==> config.mk <==
export PLATFORM = sky130hd
export DESIGN_NAME = note_player_flat
export DESIGN_NICKNAME = d
export VERILOG_FILES = /design/src/rtl/note_player_if.sv /design/src/rtl/note_player.sv /design/src/flat_wrapper.sv
export SDC_FILE = /design/constraint.sdc
export NUM_CORES = 1
export LEC_CHECK = 0
export CAP_MARGIN = 20
export CORE_ASPECT_RATIO = 0.8
export CORE_UTILIZATION = 29
export CTS_CLUSTER_SIZE = 8
export DETAILED_ROUTE_END_ITERATION = 8
export PLACE_DENSITY = 0.55
export SYNTH_ARGS = -nofsm -noshare
export SYNTH_HDL_FRONTEND = slang
export SYNTH_SLANG_ARGS = --single-unit
==> constraint.sdc <==
create_clock -name clk -period 9.66 [get_ports clk]
set_input_delay 0.966 -clock clk [delete_from_list [all_inputs] [get_ports clk]]
set_output_delay 0.966 -clock clk [all_outputs]
set_load 0.02 [all_outputs]
==> src/rtl/note_player_if.sv <==
// Song-reader / codec side bundle for note_player: note load handshake, beat and sample strobes,
// and the sample stream back out.
interface note_player_if;
  logic               play;
  logic [5:0]         note;
  logic [5:0]         duration;
  logic               new_note;
  logic               beat;
  logic               generate_next_sample;
  logic               player_ready;
  logic               note_done;
  logic signed [15:0] sample_out;
  logic               new_sample_ready;

  modport master (
    output play, note, duration, new_note, beat, generate_next_sample,
    input  player_ready, note_done, sample_out, new_sample_ready
  );

  modport slave (
    input  play, note, duration, new_note, beat, generate_next_sample,
    output player_ready, note_done, sample_out, new_sample_ready
  );
endinterface

==> src/rtl/note_player.sv <==
// Square-wave note player: one note at a time, phase accumulator per sample request, beat countdown.
// Define NOTE_PLAYER_GAP_EN to silence the final beat of each note (articulation gap).
module note_player #(
  parameter logic signed [15:0] AMP    = 16'sd8192,
  parameter int                 STEP_W = 20
) (
  input logic           clk,
  input logic           reset,
  note_player_if.slave  bus
);
  // state   | meaning
  // IDLE    | no note held, player_ready high, phase at 0
  // PLAYING | note held, counting beats down to the end of its duration
  typedef enum logic {IDLE, PLAYING} state_t;

  // Phase step per 48 kHz sample for a 2^20 accumulator; index 49 is A4 = 440 Hz.
  localparam int STEP_TAB [64] = '{
        0,   601,   636,   674,   714,   757,   802,   850,   900,   954,  1010,  1070,  1134,
     1201,  1273,  1349,  1429,  1514,  1604,  1699,  1800,  1907,  2021,  2141,  2268,
     2403,  2546,  2697,  2858,  3028,  3208,  3398,  3600,  3815,  4041,  4282,  4536,
     4806,  5092,  5395,  5715,  6055,  6415,  6797,  7201,  7629,  8083,  8563,  9072,
     9612, 10184, 10789, 11431, 12110, 12830, 13593, 14402, 15258, 16165, 17127, 18145,
    19224, 20367, 21578
  };

  state_t            state;
  logic [5:0]        cur_note;
  logic [5:0]        remaining;
  logic [STEP_W-1:0] phase;
  logic [STEP_W-1:0] step;
  logic              active;
  logic              mute;

  assign step             = STEP_W'(STEP_TAB[cur_note]);
  assign active           = (state == PLAYING) && bus.play;
  assign bus.player_ready = (state == IDLE);

`ifdef NOTE_PLAYER_GAP_EN
  assign mute = !active || (cur_note == 6'd0) || (remaining == 6'd1);
`else
  assign mute = !active || (cur_note == 6'd0);
`endif

  always_ff @(posedge clk) begin
    if (reset) begin
      state                <= IDLE;
      cur_note             <= '0;
      remaining            <= '0;
      phase                <= '0;
      bus.note_done        <= 1'b0;
      bus.sample_out       <= '0;
      bus.new_sample_ready <= 1'b0;
    end else begin
      bus.note_done        <= 1'b0;
      bus.new_sample_ready <= bus.generate_next_sample;
      // Sample uses the pre-increment phase so every note starts on the positive half.
      if (bus.generate_next_sample)
        bus.sample_out <= mute ? 16'sd0 : (phase[STEP_W-1] ? -AMP : AMP);
      if (active && bus.generate_next_sample)
        phase <= phase + step;
      unique case (state)
        IDLE: begin
          if (bus.new_note) begin
            cur_note  <= bus.note;
            remaining <= bus.duration;
            phase     <= '0;
            if (bus.duration == 6'd0)
              bus.note_done <= 1'b1;
            else
              state <= PLAYING;
          end
        end
        PLAYING: begin
          if (bus.play && bus.beat) begin
            if (remaining == 6'd1) begin
              remaining     <= '0;
              phase         <= '0;
              state         <= IDLE;
              bus.note_done <= 1'b1;
            end else begin
              remaining <= remaining - 6'd1;
            end
          end
        end
      endcase
    end
  end
endmodule

==> src/flat_wrapper.sv <==
// flat-port wrapper written by rule: the top's interface ports become plain ports
module note_player_flat 
#(
  parameter logic signed [15:0] AMP    = 16'sd8192,
  parameter int                 STEP_W = 20
)
  (clk, reset, bus_play, bus_note, bus_duration, bus_new_note, bus_beat, bus_generate_next_sample, bus_player_ready, bus_note_done, bus_sample_out, bus_new_sample_ready);
  note_player_if bus_i ();
  input logic clk;
  input logic reset;
  input wire logic [$bits(bus_i.play)-1:0] bus_play;
  input wire logic [$bits(bus_i.note)-1:0] bus_note;
  input wire logic [$bits(bus_i.duration)-1:0] bus_duration;
  input wire logic [$bits(bus_i.new_note)-1:0] bus_new_note;
  input wire logic [$bits(bus_i.beat)-1:0] bus_beat;
  input wire logic [$bits(bus_i.generate_next_sample)-1:0] bus_generate_next_sample;
  output wire logic [$bits(bus_i.player_ready)-1:0] bus_player_ready;
  output wire logic [$bits(bus_i.note_done)-1:0] bus_note_done;
  output wire logic [$bits(bus_i.sample_out)-1:0] bus_sample_out;
  output wire logic [$bits(bus_i.new_sample_ready)-1:0] bus_new_sample_ready;
  assign bus_i.play = bus_play;
  assign bus_i.note = bus_note;
  assign bus_i.duration = bus_duration;
  assign bus_i.new_note = bus_new_note;
  assign bus_i.beat = bus_beat;
  assign bus_i.generate_next_sample = bus_generate_next_sample;
  assign bus_player_ready = bus_i.player_ready;
  assign bus_note_done = bus_i.note_done;
  assign bus_sample_out = bus_i.sample_out;
  assign bus_new_sample_ready = bus_i.new_sample_ready;
  note_player #(.AMP(AMP), .STEP_W(STEP_W)) u_core (.clk(clk), .reset(reset), .bus(bus_i));
endmodule
* After elaboration in Yosys (flattened, before gate mapping)
Memories as Yosys holds them, arrays and structs flattened. Index checks and enable logic that the tools add are counted.
Word-level totals: bits in registers 51, bits in read-only memories 2048, input bits 18, output and inout bits 19, memories 1
Operators by class: add/subtract/negate cells 2, $lt $le $gt $ge 1, eq/ne operators 3, multiplexer cells 23, bitwise gates (word level) 2, reduce and logical (&&, ||, !) cells 9
Memories:
- (no name shown) | depth 64, width 32, read ports 1, clocked after Yosys merged registers in 0, wr ports 0, RTL line note_player.sv:34 | assign step = STEP_W'(STEP_TAB[cur_note]);
Operators with widths (number):
- $mux W20 | 6
- $pmux W20 S2 | 1
- $mux W16 | 2
- $add A20 B20 Y20 | 1
- $mux W6 | 3
- $logic_not A6 Y1 | 2
- $pmux W6 S2 | 1
- $mux W1 | 8
- $ge A7 B7 Y1 const B | 1
- $not A6 Y7 | 1
- $eq A6 B1 Y1 const B | 1
- $sub A6 B1 Y6 const B | 1
- $ne A2 B2 Y1 const B | 2
- $pmux W1 S2 | 2
- $reduce_and A2 Y1 | 2
- $logic_and A1 B1 Y1 | 3
- $logic_not A1 Y1 | 1
- $logic_or A1 B1 Y1 | 1
- $not A1 Y1 | 1

* Logic depth before layout (Yosys ltp)
depth in word-level cells 9, mapped depth 18

* Worst setup path before layout
Ideal clock, no wire load.
path type register to register, start register u_core.cur_note[1], end register (tool-made name), library setup time 120 ps, arrival time 3552 ps, data required time 9540 ps, slack 5988 ps, stages on the path, launching flop included 16, buffers on the path 2, path through dfxtp_1 clkbuf_1 inv_1 ha_1 clkbuf_1 nor2_1 a22oi_1 o21ai_0 mux4_2 ha_1 o211ai_2 o21ai_2 o2111ai_1 a31o_1 and4_4 o31a_1
RTL lines:
- start, declared | RTL line note_player.sv:27 | logic [5:0] cur_note;
- start signal, assigned | RTL line note_player.sv:64 | cur_note <= bus.note;

* Final worst setup path
start register u_core.cur_note[0], end register u_core.phase[13]
Between the ends: cells in the longest elaborated chain, start to end 9, elaborated cells on any way between the ends 10, classes of those cells add/sub (1); mux (7); bitwise (1); memory (1)
RTL lines:
- $not A6 Y7 (implied by the code) (*) | RTL line note_player.sv:34
- $mem_v2 Z64 W32 (*)
- $mux W20 (implied by the code) (*) (2 in series) | RTL line note_player.sv:34
- $add A20 B20 Y20 (*) | RTL line note_player.sv:60 | phase <= phase + step;
- $mux W20 (*) | RTL line note_player.sv:59 | if (active && bus.generate_next_sample)
- $mux W20 | RTL line note_player.sv:75 | if (remaining == 6'd1) begin
- $mux W20 | RTL line note_player.sv:74 | if (bus.play && bus.beat) begin
- $pmux W20 S2 (*) | RTL line note_player.sv:61 | unique case (state)
- end signal, assigned | RTL line note_player.sv:60
- end, declared | RTL line note_player.sv:29 | logic [STEP_W-1:0] phase;
Every way passes the cells marked *; elsewhere a longest branch is shown, timed or not. The select of a mux whose other input is x is not followed. A chain may end at the register's enable or synchronous reset.

==> reports/metrics.yaml <==
status: "complete, no violations"
hold_viol: 0
io_pins: 37
yosysTopAreaCellShare_pct: 19.5
grt_pass1_wl_microns: 16800
io_buffers: 23
die_area_sq_um: 13600
p_switching_mw: 0.171
vias: 3628
via_per_inst: 5.24
p_int_mw: 0.316
avgSynthCellArea_sq_um: 7.26
irDropWorstVdd_mv: 0.0666
drc: 0
post-route-period-util_pct: 44.3
period_minus_slack_ns: 4.28
rsz0062_at_grt: "no"
synth_most_common_cell: "nand2_1"
synth_warnings: 0
finalSetupViolCount: 0
final_util_pct: 32.7
drv_slew: 0
synth_area_leaders: "dfxtp_1, ha_1, a21oi_1"
yosys.area.top_type: "dfxtp_1"
diodes: 0
wirelength_microns: 9880
maxCapViolCount: 0
synthDistinctLibCells: 68
busiest_layer: "met2"
ant_nets: 0
crit_path_end_kind: "register"
grt_max_degree: 67
worst_pin_slew_ns: 0.914
clk_latency_ns: 0.29
min_path_type: "reg2reg"
grt_usage_pct: 15.4
cts_root_buf: "clkbuf_16"
cp-start-kind: "register"
hpwl_microns: 7210
crit_fanout: 16
synth_edf_count: 0
p_leak_nw: 1.61
dieWidth_microns: 130
maxSlewHeadroom_pct: 38.9
antenna_found_initial: 0
async_reset_ff_share_pct: 0
clkSlewWorstSetupHoldPaths_ns: 0.06
cts_num_sinks: 37
final_nets: 562
hold_slack_ns: 0.454
cts_resized: 0
p_comb_share_pct: 31.7
synth_ff_type: "dfxtp_1"
power.total_mw: 0.487
critPathKind: "reg2reg"
synth_commonest_cells: "nand2_1, a21oi_1, o21ai_0"
post-cts-setup-buffers: 0
seqPwrFrac_pct: 33.8
crit_required_ns: 9.79
layout.cells.non_filler: 692
ys_seq_area_share_pct: 19.5
globalRouteMet1Util_pct: 22.3
die_h_microns: 104
p_per_area_nw_per_um2: 116
clkPwrFrac_pct: 34.4
start_util_pct: 29.6
syn_inst: 523
clk_path_buf_depth: 2
rows: 37
drive_above_1_share_pct: 6.77
htree_num_levels: 2
grt_use_met2_pct: 23.3
fmax_ghz: 0.234
grt_overflow: 0
use_met3_pct: 2.57
grt_pass1_vias: 3421
dr.pass1.iters: 5
post-place-cells: 684
routedWlPerCell_microns: 14.3
crit_arrival_ns: 4.41
syn_area_sq_um: 3800
clock_skew_ns: 0.00820
cts_tree: "done"
core-area_sq_um: 12800
syn_to_final_growth_pct: 10.4
cts_buffers: 5
first_iter_violations: 221
tns_ns: 0
postCtsHoldBufs: 0
ys_ff_latch: 37
switching_share_pct: 35.1
gp_congestion: 0.837
## state kept, by name, summed over array words and instances, names as in the netlist, named ones only
name / flops
u_core.remaining: 6
u_core.cur_note: 6
u_core.bus.note_done: 1
u_core.state: 1
u_core.bus.sample_out: 2
u_core.bus.new_sample_ready: 1
u_core.phase: 18
## per-layer routing
metal	part of all wire, %	wire length (microns)	vias to the layer above
met5	0	0	-
met4	1.4	142	0
met3	4.7	466	11
met2	44	4340	76
met1	50	4940	1692
li1	-	-	1849
## worst paths after layout
kind         cells past startpoint                         endpoint                            start  slack, ns
max reg2reg                     15      u_core.phase[13]$_SDFF_PP0_  u_core.cur_note[0]$_SDFFE_PP0P_       5.38
max                             15      u_core.phase[13]$_SDFF_PP0_  u_core.cur_note[0]$_SDFFE_PP0P_       5.38
min                              2  u_core.cur_note[4]$_SDFFE_PP0P_  u_core.cur_note[4]$_SDFFE_PP0P_       0.45
min reg2reg                      2  u_core.cur_note[4]$_SDFFE_PP0P_  u_core.cur_note[4]$_SDFFE_PP0P_       0.45
## metrics by stage
stage                     instance area [sq um]  setup slack (ns)
after global routing                       4200              5.04
after floorplan                            3840              5.99
after global placement                     4050              5.53
after detailed placement                   4050              5.43
final                                      4200              5.38
after CTS                                  4200              5.41
## final cells by class
class / count / area, sq um
tap: 175 / 219
multi-input combinational: 430 / 2770
inverter: 14 / 52.6
timing repair buffer: 28 / 268
sequential: 37 / 742
clock buffer: 5 / 125
clock inverter: 3 / 21.3
fill: 1389 / 8630
## layout by cell type, fill, tap and decap left out, drive strengths merged, types with 7 or more instances in the layout
master | synthesis | layout
a21oi | 60 | 60
a31oi | 7 | 7
a21o | 11 | 11
conb | 1 | 13
nor2 | 40 | 40
nand2 | 67 | 67
ha | 27 | 27
nand2b | 9 | 9
clkdlybuf4s50 | 0 | 23
o211ai | 8 | 8
nand3 | 16 | 16
dfxtp | 37 | 37
nor3 | 11 | 11
a211oi | 10 | 10
o21ai | 46 | 46
mux2i | 14 | 14
inv | 14 | 15
xnor2 | 9 | 9
## logic make-up (layout without fill, tap and decap cells)
kind of cell | after synthesis | after routing | share of synthesized area (%)
other | 1 | 13 | 0.0987
AND/OR/NAND/NOR | 174 | 174 | 21.2
adder cells (fa/ha/maj) | 28 | 28 | 9.42
flip-flops | 37 | 37 | 19.5
AO/OA/AOI/OAI | 181 | 181 | 30.6
XOR/XNOR | 12 | 12 | 2.77
buffers and inverters | 68 | 50 | 8.83
multiplexers | 22 | 22 | 7.54
## critical path, stage by stage (launching register included)
cell and delay (ns):
dfxtp_1 0.63, inv_1 0.29, ha_1 0.59, inv_1 0.19, mux2_2 0.29, mux2_2 0.26
a21oi_1 0.14, nor2_1 0.07, a21o_1 0.17, ha_1 0.30, a211oi_2 0.29, o21ai_2 0.12
o2111ai_1 0.29, a31o_1 0.25, xor2_1 0.18, a211oi_2 0.08
## power by group through the flow
stage | Clock, mW | Sequential [mW] | Combinational, mW
after floorplan | 0 | 0.166 | 0.124
final | 0.168 | 0.165 | 0.155
after detailed placement | 0 | 0.168 | 0.153
after global placement | 0 | 0.168 | 0.153
after global routing | 0.181 | 0.166 | 0.172
after CTS | 0.174 | 0.165 | 0.154
Note: power is estimated with default switching activity, not from simulation.
